File: src/rtl/issue_stage_pkg.sv
// Shared CPU definitions (package cpuDefine): register numbers, data words,
// the opaque issue micro-op and the per-register mask type.
package cpuDefine;

   localparam int rfNum       = 32;
   localparam int GR_W        = 5;
   localparam int DATA_W      = 32;
   localparam int ISSUE_UOP_W = 64;

   typedef logic [GR_W-1:0]        Gr;
   typedef logic [DATA_W-1:0]      DType;
   typedef logic [ISSUE_UOP_W-1:0] IssueUop;
   typedef logic [rfNum-1:0]       GrMask;

endpackage

File: src/rtl/issue_stage_scoreboard.sv
// Per-register busy scoreboard: one pending-writeback bit per general register.
// A writeback in the current cycle already counts as ready, and a new writer
// claiming the same register in that cycle keeps the bit set.
module reg_scoreboard
   import cpuDefine::*;
#(
   parameter int RF_NUM = rfNum
) (
   input  logic aclk,
   input  logic aresetn,
   input  logic flush,
   input  logic set_en,
   input  Gr    set_addr,
   input  logic wb_en,
   input  Gr    wb_addr,
   input  Gr    rj_addr,
   input  Gr    rk_addr,
   input  Gr    rd_addr,
   input  Gr    dst_addr,
   output logic rj_busy,
   output logic rk_busy,
   output logic rd_busy,
   output logic dst_busy
);

   logic [RF_NUM-1:0] busy;
   logic [RF_NUM-1:0] clr_mask;
   logic [RF_NUM-1:0] set_mask;
   logic [RF_NUM-1:0] eff_busy;
   logic [RF_NUM-1:0] busy_next;

   // Build set/clear masks; r0 is never tracked, and set overrides clear
   always_comb begin
      clr_mask = '0;
      set_mask = '0;
      if (wb_en && (wb_addr != '0)) begin
         clr_mask[wb_addr] = 1'b1;
      end
      if (set_en && (set_addr != '0)) begin
         set_mask[set_addr] = 1'b1;
      end
      eff_busy     = busy & ~clr_mask;
      busy_next    = eff_busy | set_mask;
      busy_next[0] = 1'b0;
   end

   assign rj_busy  = eff_busy[rj_addr];
   assign rk_busy  = eff_busy[rk_addr];
   assign rd_busy  = eff_busy[rd_addr];
   assign dst_busy = eff_busy[dst_addr];

   // Busy vector: a flush wipes every pending writer at once
   always_ff @(posedge aclk or negedge aresetn) begin
      if (!aresetn) begin
         busy <= '0;
      end else if (flush) begin
         busy <= '0;
      end else begin
         busy <= busy_next;
      end
   end

endmodule

File: src/rtl/issue_stage.sv
// Single-entry issue stage: reads operands from the regfile, holds each
// instruction back while any operand or its destination awaits writeback,
// and registers the issued instruction toward execute.
module issue_stage
   import cpuDefine::*;
#(
   parameter int UOP_W  = ISSUE_UOP_W,
   parameter int RF_NUM = rfNum
) (
   input  logic             aclk,
   input  logic             aresetn,
   input  logic             flush,
   input  logic             id_valid,
   output logic             id_ready,
   input  Gr                id_rj,
   input  Gr                id_rk,
   input  Gr                id_rd,
   input  logic             id_use_rj,
   input  logic             id_use_rk,
   input  logic             id_use_rd,
   input  logic             id_wr_en,
   input  logic [UOP_W-1:0] id_uop,
   output Gr                rf_rj_addr,
   output Gr                rf_rk_addr,
   output Gr                rf_rd_addr,
   input  DType             rf_rj_data,
   input  DType             rf_rk_data,
   input  DType             rf_rd_data,
   input  logic             wb_en,
   input  Gr                wb_addr,
   output logic             ex_valid,
   input  logic             ex_ready,
   output DType             ex_rj,
   output DType             ex_rk,
   output DType             ex_rd,
   output logic             ex_wr_en,
   output Gr                ex_wr_dst,
   output logic [UOP_W-1:0] ex_uop,
   output logic [31:0]      stall_cnt
);

   logic rj_busy;
   logic rk_busy;
   logic rd_busy;
   logic dst_busy;
   logic hazard;
   logic fire;

   assign rf_rj_addr = id_rj;
   assign rf_rk_addr = id_rk;
   assign rf_rd_addr = id_rd;

   reg_scoreboard #(
      .RF_NUM (RF_NUM)
   ) u_sb (
      .aclk     (aclk),
      .aresetn  (aresetn),
      .flush    (flush),
      .set_en   (fire && id_wr_en),
      .set_addr (id_rd),
      .wb_en    (wb_en),
      .wb_addr  (wb_addr),
      .rj_addr  (id_rj),
      .rk_addr  (id_rk),
      .rd_addr  (id_rd),
      .dst_addr (id_rd),
      .rj_busy  (rj_busy),
      .rk_busy  (rk_busy),
      .rd_busy  (rd_busy),
      .dst_busy (dst_busy)
   );

   // The last term is the WAW stall that lets one busy bit per register suffice
   assign hazard   = (id_use_rj && rj_busy) || (id_use_rk && rk_busy) ||
                     (id_use_rd && rd_busy) || (id_wr_en && dst_busy);
   assign id_ready = !hazard && (!ex_valid || ex_ready) && !flush;
   assign fire     = id_valid && id_ready;

   // Output pipeline register toward execute; flush kills the entry
   always_ff @(posedge aclk or negedge aresetn) begin
      if (!aresetn) begin
         ex_valid  <= 1'b0;
         ex_rj     <= '0;
         ex_rk     <= '0;
         ex_rd     <= '0;
         ex_wr_en  <= 1'b0;
         ex_wr_dst <= '0;
         ex_uop    <= '0;
      end else if (flush) begin
         ex_valid <= 1'b0;
      end else if (fire) begin
         ex_valid  <= 1'b1;
         ex_rj     <= rf_rj_data;
         ex_rk     <= rf_rk_data;
         ex_rd     <= rf_rd_data;
         ex_wr_en  <= id_wr_en;
         ex_wr_dst <= id_rd;
         ex_uop    <= id_uop;
      end else if (ex_ready) begin
         ex_valid <= 1'b0;
      end
   end

   // Saturating count of cycles an offered instruction waits on a hazard
   always_ff @(posedge aclk or negedge aresetn) begin
      if (!aresetn) begin
         stall_cnt <= '0;
      end else if (id_valid && hazard && !flush && (stall_cnt != 32'hFFFF_FFFF)) begin
         stall_cnt <= stall_cnt + 32'd1;
      end
   end

endmodule

File: config.mk
export PLATFORM = sky130hd
export DESIGN_NAME = issue_stage
export DESIGN_NICKNAME = d
export VERILOG_FILES = /design/src/rtl/issue_stage_pkg.sv /design/src/rtl/issue_stage_scoreboard.sv /design/src/rtl/issue_stage.sv
export SDC_FILE = /design/constraint.sdc
export NUM_CORES = 1
export LEC_CHECK = 0
export CAP_MARGIN = 20
export CORE_MARGIN = 1
export CORE_UTILIZATION = 45
export CTS_CLUSTER_SIZE = 30
export DETAILED_ROUTE_END_ITERATION = 16
export PLACE_DENSITY = 0.81
export REMOVE_ABC_BUFFERS = 1
export SYNTH_ARGS = -nofsm -noshare
export SYNTH_HDL_FRONTEND = slang
export SYNTH_SLANG_ARGS = --single-unit
export TNS_END_PERCENT = 5
File: constraint.sdc
create_clock -name aclk -period 4.4 [get_ports aclk]
set_input_delay 0.88 -clock aclk [delete_from_list [all_inputs] [get_ports aclk]]
set_output_delay 0.88 -clock aclk [all_outputs]
set_load 0.05 [all_outputs]
==> impl_metrics.tcl <==
set metrics [dict create \
    start_kind "input port" \
    final.min_clock_period_ns 4.35 \
    worstPathMaxFanout 8 \
    synth_cell_types 62 \
    cp_slowest_cell "clkdlybuf4s50_1" \
    synth-edff-count 0 \
    core_sq_um 23600 \
    place.gp.congestion 1.04 \
    cts_tree "yes" \
    async_flop_share 1.00 \
    timing_worst_slew_pin_value_ns 0.949 \
    cpPeakStageDelay_ns 0.52 \
    synth_cells 892 \
    setup_violations 0 \
    critPathKind "input port to output port" \
    cts_max_level 1 \
    routed_wl_mm 39.1 \
    yosysSeqAreaShare 0.528 \
    crit_arrival_ns 3.47 \
    skew_ns 0.0303 \
    slew_viol_final 0 \
    path_cells "clkdlybuf4s50_1 > buf_4 > nand4b_1 > buf_4 > o21a_1 > o32ai_1 > a2111oi_0 > nand4_1 > nand3_2 > nor3_2 > buf_4 > buf_12" \
    min_path_type "input port to asynchronous set/reset pin" \
    power_uw 8940 \
    pwr_density_cell_nw_per_um2 539 \
    yosysMostFrequentCell "dfrtp_1" \
    grt_pass1_wl_mm 57.2 \
    drc 0 \
    synth_largest_area_cell "dfrtp_1" \
    clk_path_buf_depth 3 \
    setup_tns_ns 0 \
    first_global_vias 9590 \
    final_net_count 1509 \
    cts_root_buf "clkbuf_16" \
    clock_latency_ns 0.53 \
    antenna_found_initial 9 \
    synth.avg_cell_area_sq_um 12.2 \
    ant_nets 0 \
    ctsHoldBuffers 0 \
    overflow 0 \
    start_util 0.462 \
    area_growth_pct 52.1 \
    reg2reg_setup_slack_ns 1.34 \
    drive_gt1_frac 0.231 \
    die_height_um 158 \
    slew_headroom 0.367 \
    leakagePower_uw 0.00689 \
    critPathMostFrequentCell "buf_4" \
    yosys-top-cells-count "230 x dfrtp_1, 175 x mux2_2, 37 x o21ai_0, 30 x a21oi_1, 30 x buf_2" \
    cts.reportedPaths.clkPinSlew_ns 0.06 \
    synth_top_flop_cell "dfrtp_1" \
    max-cap-violations 0 \
    placementRows 56 \
    ios 405 \
    hold_viol 0 \
    n_fill_cell 1741 \
    vias_per_cell 5.62 \
    die_area_sq_um 24900 \
    synth.area.top_cells "dfrtp_1 53%, mux2_2 18%, mux2i_1 2.1%" \
    dieWidth_um 158 \
    synth_seq_cells 230 \
    port_buffers 404 \
    initialDrtViolationCount 487 \
    synth_top_area_frac 0.528 \
    synth_area_sq_um 10900 \
    first_pass_iters 5 \
    numCtsBuffers 25 \
    critPathRequiredTime_ns 3.52 \
    wl_per_cell_um 23.5 \
    critical_path.endpoint_type "output port" \
    clock_sinks 230 \
    fmax_ghz 0.230 \
    post-route-period-util 0.988 \
    yosysWarnings 0 \
    status "completed" \
    max-vdd-ir-drop_uv 519 \
    grt_max_degree 124 \
    dp_hpwl_mm 29.0 \
    grt_usage 0.309 \
    vias 9350 \
]
[sequential cells by signal (all words and copies together) (netlist names)]
signal	cells
ex_wr_en	1
ex_uop	64
ex_rk	32
ex_wr_dst	5
stall_cnt	32
u_sb.busy	31
ex_rd	32
ex_rj	32
ex_valid	1
[layout make-up]
| type | instances | area [sq um] | area share |
|---|---|---|---|
| diodes | 10 | 25.0 | 0.00151 |
| clock buffers | 40 | 752 | 0.0453 |
| clock inverters | 5 | 28.8 | 0.00174 |
| inverters | 11 | 41.3 | 0.00249 |
| multi-input cells | 571 | 4750 | 0.287 |
| flip-flops and latches | 230 | 5760 | 0.347 |
| well taps | 319 | 399 | 0.0241 |
| repair buffers | 479 | 4830 | 0.291 |
[cell usage in the layout (no fill, tap or decap), types with 5 or more instances in the layout]
cell,instances
clkbuf_1,8
nand3b_1,7
mux2_2,175
nand3_1,25
mux4_2,6
nand2_1,17
and3_1,9
nor3_1,24
o2111ai_1,6
dfrtp_1,230
buf_4,59
mux2i_1,23
clkbuf_16,25
buf_12,17
or3_1,26
nor2_1,18
nand4_1,14
clkdlybuf4s50_1,398
xnor2_1,14
nand2b_1,9
nor2b_1,9
nor4_1,16
diode_2,10
o32ai_1,8
inv_1,11
clkbuf_8,7
o21ai_0,37
o22ai_1,6
xor2_1,23
a311oi_1,5
a21oi_1,30
[logic make-up (layout without fill, tap and decap cells)]
kind of cell	Yosys count	count (layout)	share of synthesized area
AOI/OAI and AO/OA	126	126	0.0755
xor gates and xnor gates	37	37	0.0297
muxes	204	204	0.214
DFF	230	230	0.528
buffers and inverters	91	535	0.0410
other	0	10	0
and+or+nand+nor	203	203	0.110
adders and majority gates	1	1	0.00115
[worst max-delay path: cells and delay by family]
| family | cells | cell delay (ns) |
|---|---|---|
| and+or+nand+nor | 4 | 0.69 |
| buffers and inverters | 5 | 1.16 |
| AOI/OAI and AO/OA | 3 | 0.72 |
[power by group]
group	switching (uW)	internal [uW]	total (uW)
sequential	291	2610	2910
clock	836	1160	2000
combinational	2570	1470	4040
[worst paths after layout]
check                               from             to  cells after the start
max                           wb_addr[3]       id_ready                     12
min                              aresetn      ex_rk[25]                      1
max reg2reg                 stall_cnt[3]   stall_cnt[1]                      8
min reg2reg                stall_cnt[23]  stall_cnt[23]                      1
max in group asynchronous        aresetn  u_sb.busy[25]                      2
min in group aclk          stall_cnt[23]  stall_cnt[23]                      1
[what timing repair did]
action / in CTS / in global routing
setup buffers: 1 / 1
gates resized for setup: 4 / 10
pin swaps: 2 / 3
setup endpoints to repair: 1 / 1
[metrics by stage]
step	std cells	cell area [sq um]	hold WS, ns	util	setup WS (ns)
floorplan	812	10500	0.532	-	-2.56
global placement	1608	15700	0.477	0.665	-0.0892
detailed placement	1608	15700	0.481	0.665	-0.0716
CTS	1654	16500	0.489	0.699	0.00487
global route	1664	16600	0.507	0.702	-0.0415
finish	1665	16600	0.455	0.702	0.0516
[layer usage]
layer | wire length (um) | up-vias | part of all wire | global-route usage
met5 | 0 | - | 0 | 0
met4 | 1180 | 0 | 0.030 | 0.125
met3 | 3550 | 70 | 0.091 | 0.0969
met2 | 19600 | 412 | 0.50 | 0.515
met1 | 14700 | 4726 | 0.38 | 0.372
li1 | - | 4142 | - | -
No activity file was read; power rests on OpenSTA's default activity.
